==> config.mk <==
export PLATFORM = sky130hd
export DESIGN_NAME = ma_issue_sched
export DESIGN_NICKNAME = d
export VERILOG_FILES = /design/src/rtl/ma_issue_sched_pkg.sv /design/src/rtl/ma_issue_sched_rr_arbiter.sv /design/src/rtl/ma_issue_sched.sv
export SDC_FILE = /design/constraint.sdc
export NUM_CORES = 1
export LEC_CHECK = 0
export ABC_AREA = 1
export CORE_MARGIN = 5
export CORE_UTILIZATION = 44
export CTS_CLUSTER_SIZE = 20
export DETAILED_ROUTE_END_ITERATION = 8
export PLACE_DENSITY = 0.82
export SLEW_MARGIN = 20
export SYNTH_ARGS = -nofsm -noshare
export SYNTH_HDL_FRONTEND = slang
export SYNTH_HIERARCHICAL = 1
export SYNTH_SLANG_ARGS = --single-unit
==> constraint.sdc <==
create_clock -name clock -period 2.7 [get_ports clock]
set_input_delay 0.81 -clock clock [delete_from_list [all_inputs] [get_ports clock]]
set_output_delay 0.81 -clock clock [all_outputs]
set_load 0.01 [all_outputs]
==> src/rtl/ma_issue_sched_pkg.sv <==
// ma_issue_sched_pkg: shared types and decode helpers for the multiply-add
// issue scheduler.
//   issue_no_t  - issue number at the default width
//   ma_kind_t   - decoded operation kind {ADD, MLT, MAC, ILL}
//   ma_decode() - class/opcode to ma_kind_t
package ma_issue_sched_pkg;

  localparam int unsigned ISSUE_W_DEFAULT = 8;

  typedef logic [ISSUE_W_DEFAULT-1:0] issue_no_t;

  typedef enum logic [1:0] {
    ADD = 2'd0,
    MLT = 2'd1,
    MAC = 2'd2,
    ILL = 2'd3
  } ma_kind_t;

  // Operation class field
  localparam logic [1:0] CLS_ADD = 2'b00;
  localparam logic [1:0] CLS_MUL = 2'b01;
  // Multiply opcodes at or above this value chain into the adder (MAC/MAD)
  localparam logic [1:0] OPC_CHAIN_MIN = 2'b10;

  function automatic ma_kind_t ma_decode(input logic [1:0] op_class,
                                         input logic [1:0] op_code);
    if (op_class == CLS_ADD)
      return ADD;
    else if (op_class == CLS_MUL)
      return (op_code >= OPC_CHAIN_MIN) ? MAC : MLT;
    else
      return ILL;
  endfunction

endpackage

==> src/rtl/ma_issue_sched_rr_arbiter.sv <==
// rr_arbiter: combinational round-robin arbiter.
//   I_Req   - request vector
//   I_Ptr   - highest-priority index for this cycle
//   O_Grant - one-hot grant (zero when no request)
//   O_Sel   - index of the granted requester (zero when no request)
//   O_Valid - some request was granted
module rr_arbiter #(
  parameter int unsigned NUM_REQ = 2
) (
  input  logic [NUM_REQ-1:0]         I_Req,
  input  logic [$clog2(NUM_REQ)-1:0] I_Ptr,
  output logic [NUM_REQ-1:0]         O_Grant,
  output logic [$clog2(NUM_REQ)-1:0] O_Sel,
  output logic                       O_Valid
);

  localparam int unsigned SEL_W = $clog2(NUM_REQ);

  int unsigned      pos;
  logic [SEL_W-1:0] idx;

  // Walk the requesters starting at I_Ptr and wrapping; the first hit wins.
  always_comb begin
    O_Grant = '0;
    O_Sel   = '0;
    O_Valid = 1'b0;
    pos     = 0;
    idx     = '0;
    for (int unsigned i = 0; i < NUM_REQ; i++) begin
      pos = 32'(I_Ptr) + i;
      if (pos >= NUM_REQ) pos = pos - NUM_REQ;
      idx = SEL_W'(pos);
      if (!O_Valid && I_Req[idx]) begin
        O_Valid      = 1'b1;
        O_Grant[idx] = 1'b1;
        O_Sel        = idx;
      end
    end
  end

endmodule

==> src/rtl/ma_issue_sched.sv <==
// ma_issue_sched: issue scheduler for the shared multiply-add unit.
// Round-robin arbitration among requesters, with adder and writeback
// reservation vectors so no two ops ever produce results in the same cycle.
//   clock, reset  - clock, synchronous active-high reset
//   I_Stall       - MA pipeline frozen: no grant, all state holds
//   I_Req         - per-requester request (held until granted)
//   I_OpClass     - per-requester op class, 2 bits each
//   I_OpCode      - per-requester op code, 2 bits each
//   O_Grant/O_En/O_Sel - one-hot grant, issue valid, granted index
//   O_Issue_No    - issue number of the granted op
//   O_Busy        - some reservation outstanding
//   O_Illegal     - an active request carries an illegal class
module ma_issue_sched
  import ma_issue_sched_pkg::*;
#(
  parameter int unsigned NUM_REQ     = 2,
  parameter int unsigned DEPTH_MLT   = 3,
  parameter int unsigned DEPTH_ADD   = 1,
  parameter int unsigned WIDTH_ISSUE = ISSUE_W_DEFAULT
) (
  input  logic                       clock,
  input  logic                       reset,
  input  logic                       I_Stall,
  input  logic [NUM_REQ-1:0]         I_Req,
  input  logic [2*NUM_REQ-1:0]       I_OpClass,
  input  logic [2*NUM_REQ-1:0]       I_OpCode,
  output logic [NUM_REQ-1:0]         O_Grant,
  output logic                       O_En,
  output logic [$clog2(NUM_REQ)-1:0] O_Sel,
  output logic [WIDTH_ISSUE-1:0]     O_Issue_No,
  output logic                       O_Busy,
  output logic                       O_Illegal
);

  localparam int unsigned SEL_W = $clog2(NUM_REQ);
  localparam int unsigned L     = DEPTH_MLT + DEPTH_ADD + 1;

  // Bit j set: resource occupied j cycles from now.
  logic [L-1:0]           rsv_wb, rsv_add;
  logic [L-1:0]           wb_next, add_next;
  logic [SEL_W-1:0]       ptr, ptr_next;
  logic [WIDTH_ISSUE-1:0] issue_cnt;

  ma_kind_t               kind [NUM_REQ];
  ma_kind_t               g_kind;
  logic [NUM_REQ-1:0]     elig, ill, cand, grant;
  logic [SEL_W-1:0]       sel;
  logic                   valid;

  for (genvar r = 0; r < NUM_REQ; r++) begin : g_dec
    assign kind[r] = ma_decode(I_OpClass[2*r +: 2], I_OpCode[2*r +: 2]);
    assign ill[r]  = (kind[r] == ILL);
    assign elig[r] = (kind[r] == ADD) ? (~rsv_add[0] & ~rsv_wb[DEPTH_ADD]) :
                     (kind[r] == MLT) ? ~rsv_wb[DEPTH_MLT] :
                     (kind[r] == MAC) ? (~rsv_add[DEPTH_MLT] & ~rsv_wb[L-1]) :
                                        1'b0;
  end

  // Ineligible requesters are masked before arbitration so they never block
  // lower-priority eligible ones.
  assign cand = I_Req & elig & {NUM_REQ{~(reset | I_Stall)}};

  rr_arbiter #(
    .NUM_REQ (NUM_REQ)
  ) u_arb (
    .I_Req   (cand),
    .I_Ptr   (ptr),
    .O_Grant (grant),
    .O_Sel   (sel),
    .O_Valid (valid)
  );

  assign g_kind = kind[sel];

  // Reservations are recorded at (offset - 1) because the vectors shift as
  // the grant is registered. ADD's adder slot is offset 0, i.e. this cycle.
  always_comb begin
    wb_next  = rsv_wb >> 1;
    add_next = rsv_add >> 1;
    if (valid) begin
      case (g_kind)
        ADD: wb_next[DEPTH_ADD-1] = 1'b1;
        MLT: wb_next[DEPTH_MLT-1] = 1'b1;
        MAC: begin
          add_next[DEPTH_MLT-1]          = 1'b1;
          wb_next[DEPTH_MLT+DEPTH_ADD-1] = 1'b1;
        end
        default: ;
      endcase
    end
  end

  assign ptr_next = (sel == SEL_W'(NUM_REQ - 1)) ? '0 : sel + 1'b1;

  always_ff @(posedge clock) begin
    if (reset) begin
      rsv_wb    <= '0;
      rsv_add   <= '0;
      ptr       <= '0;
      issue_cnt <= '0;
    end else if (!I_Stall) begin
      rsv_wb  <= wb_next;
      rsv_add <= add_next;
      if (valid) begin
        ptr       <= ptr_next;
        issue_cnt <= issue_cnt + 1'b1;
      end
    end
  end

  assign O_Grant    = grant;
  assign O_En       = valid;
  assign O_Sel      = sel;
  assign O_Issue_No = reset ? '0 : issue_cnt;
  assign O_Busy     = ~reset & ((|rsv_wb) | (|rsv_add));
  assign O_Illegal  = ~reset & (|(I_Req & ill));

endmodule

==> impl_results.md <==
- Worst-path fanout max: 3
- Max Slew Vio Count: 0
- Worst min path class: flip-flop to flip-flop
- Fillcell total: between 150 and 200
- Worst hold endpoint: rsv_add[1]
- Initial antenna violation count: 0
- Final hold violation count: 0
- Final hold slack: slightly below 0.5 ns
- Rows: 15
- Worst skew pair latency: slightly below 0.3 ns
- RR Startpoint: rsv_wb[1]
- Vias per cell: a little over 5
- Setup TNS: 0 ns
- Port Buffer Count: 24
- I/O pins: 27
- Tcrit/Tclk final: between 90 and 100%
- Worst-path clk slew: 0.10 ns
- # diodes: 0
- Worst-margin pin slew: 0.246 ns
- Post-cts hold buffer count: 0
- DRC: 0
- Post-synthesis register bit count: 15
- Final setup violating endpoints: 0
- Min Tclk post-route: 2.65 ns
- Worst setup path start: I_OpClass[3]
- Gr usage total: 18.9%
- Leak pwr: between 0.0005 and 0.0006 µW
- Slew headroom: 83.5%
- Hold Startpoint: rsv_add[1]
- Reg2reg end: issue_cnt[7]
- Worst vdd ir: around 330 µV
- Hold depth: 2
- Routed len/inst: about 12 µm
- R2r worst-path depth: 12
- Placed inst area: ~1200 µm²
- Total gr overflow: 0
- Netlist cell types: 20
- Final GP Congestion: 0.807
- Core Area: 1780 µm²
- Outcome: finished clean
- Root Driver: clkbuf_4
- DRT Pass-1 Iters: 4
- DR iter-0 viols: 11
- Post-DP HPWL: ~1700 µm
- Worst EP required: 1.89 ns
- Layout area overhead: 48.5%
- Setup CP Type: primary input to primary output
- Routed Antenna Nets: 0
- DR vias: ~1000
- # clock sinks: 15
- Nets: approximately 190
- Fin area: 1260 µm²
- Clock Tree Buf Depth: 2
- Ratio of cells with drive above 1 in the final layout: 26.6%
- Seq/Total Area, Yosys: 35.5%
- CP Capture Type: primary output
- Overall power: 444 µW
- Achievable Freq: approximately 0.38 GHz
- Yosys warns: 6
- Nature of the critical path startpoint: primary input
- Pwr dens: ~350 nW/µm²
- Die width: approximately 54 µm
- WP data arrival: about 1.8 ns
- R2R Setup Slk: roughly 0.8 ns
- Htree depth: 1
- CTS tree: yes
- Net Count, Synth: ~150
- Area of the die: roughly 2900 µm²
- Vias in the first global route: between 1000 and 1500
- Syn avg cell area: between 6 and 7 µm²
- CTS buffer count: 3
- Max-cap violations: 0
- Final Skew: between 0.01 and 0.015 ns
- DIE HEIGHT: between 50 and 60 µm
- Global-route wire length before repair: 4010 µm
- Synthesized cell area: about 850 µm²
- Largest net degree at the start of global routing: 14
- Final WL: approximately 2400 µm
- Initial Util: a little under half
- Cells after Synth: ~140
-- how the worst max path moves through the flow --
stage / endpoint / slack, ns / cells after the start
floorplan: O_Sel / 0.06 / 6
global placement: O_Sel / -0.75 / 8
detailed placement: O_Grant[1] / -0.74 / 8
CTS: O_Issue_No[7] / 0.007 / 6
global route: O_Sel / -0.005 / 8
finish: O_Sel / 0.05 / 8
-- sequential cells by signal (all words and copies together) (netlist names) --
| register | flops |
|---|---|
| rsv_add | 3 |
| rsv_wb | 3 |
| issue_cnt | 8 |
| ptr | 1 |
-- report_power, final --
| group | total (µW) | internal (µW) | switching, µW |
|---|---|---|---|
| Sequential | 229 | 226 | 3.39 |
| Clock | 130 | 55.1 | 74.5 |
| Combinational | 85.1 | 38.4 | 46.7 |
-- worst max-delay path: stages --
cell	delay, ns
clkdlybuf4s15_2	0.19
inv_2	0.06
nand2_2	0.06
nor4_4	0.26
buf_4	0.15
inv_2	0.04
a21oi_2	0.11
buf_2	0.15
-- synthesized netlist by cell type --
master,instances,area share [%]
nand2_1,27,12
nor2_1,25,11
inv_1,19,8.4
a21oi_1,16,9.5
dfxtp_1,15,36
nand3_1,11,6.5
o21ai_1,5,3.0
inv_2,4,1.8
nor3_1,3,1.8
nor2_2,2,1.5
buf_2,1,0.59
buf_6,1,1.3
clkbuf_1,1,0.44
ha_1,1,1.5
nand2_2,1,0.74
nand4_1,1,0.74
nand4_2,1,1.5
nor4_1,1,0.74
o21ai_0,1,0.59
o31ai_1,1,0.89
-- routing by layer --
metal | part of all wire (%) | routed length, µm | global-route usage [%]
met2 | 52 | 1240 | 34.7
met5 | 0 | 0 | 0
met4 | 2.0 | 49 | 8.94
met1 | 40 | 957 | 18.6
met3 | 6.2 | 149 | 6.65
-- metrics by stage --
step	worst slack, ns	cells	utilization (%)
after floorplan	0.0636	137	-
after global placement	-0.748	195	66.6
after detailed placement	-0.744	195	66.6
after CTS	0.00703	202	69.9
after global routing	-0.00469	202	70.5
final	0.0535	202	70.5
-- layout make-up --
cell class	instances	area [µm²]	area share (%)
sequential	15	300	23.9
inverter	23	86.3	6.87
tap	25	31.3	2.49
timing repair buffer	39	325	25.9
clock inverter	1	5.00	0.398
multi-input combinational	96	485	38.6
clock buffer	3	22.5	1.79
-- cell families (layout without fill, tap and decap cells) --
| group | after synthesis | in the layout | share of synthesized area [%] |
|---|---|---|---|
| simple gates | 72 | 72 | 36.5 |
| compound gates | 23 | 23 | 13.9 |
| buf+inv | 26 | 66 | 12.6 |
| fa+ha+maj | 1 | 1 | 1.48 |
| flops | 15 | 15 | 35.5 |
-- cells in the final DEF, fill, tap and decap left out, types with 2 or more instances in the layout --
cell,n
buf_2,4
dfxtp_1,15
a21oi_1,13
nand2_2,3
inv_2,8
o21ai_1,5
nand3_1,8
clkbuf_2,2
inv_1,15
a21oi_2,3
nor2_1,25
clkdlybuf4s50_1,8
clkbuf_4,3
nand3_2,3
nor3_1,3
nand2_1,25
nor2_2,2
dlygate4sd2_1,7
buf_6,2
buf_4,13
-- timing repair --
| item | in CTS | in global routing |
|---|---|---|
| pin swaps | 2 | 1 |
| setup endpoints to repair | 14 | 10 |
| buffers inserted | 3 | 0 |
| resized for setup | 44 | 7 |
No activity file was read; power rests on OpenSTA's default activity.
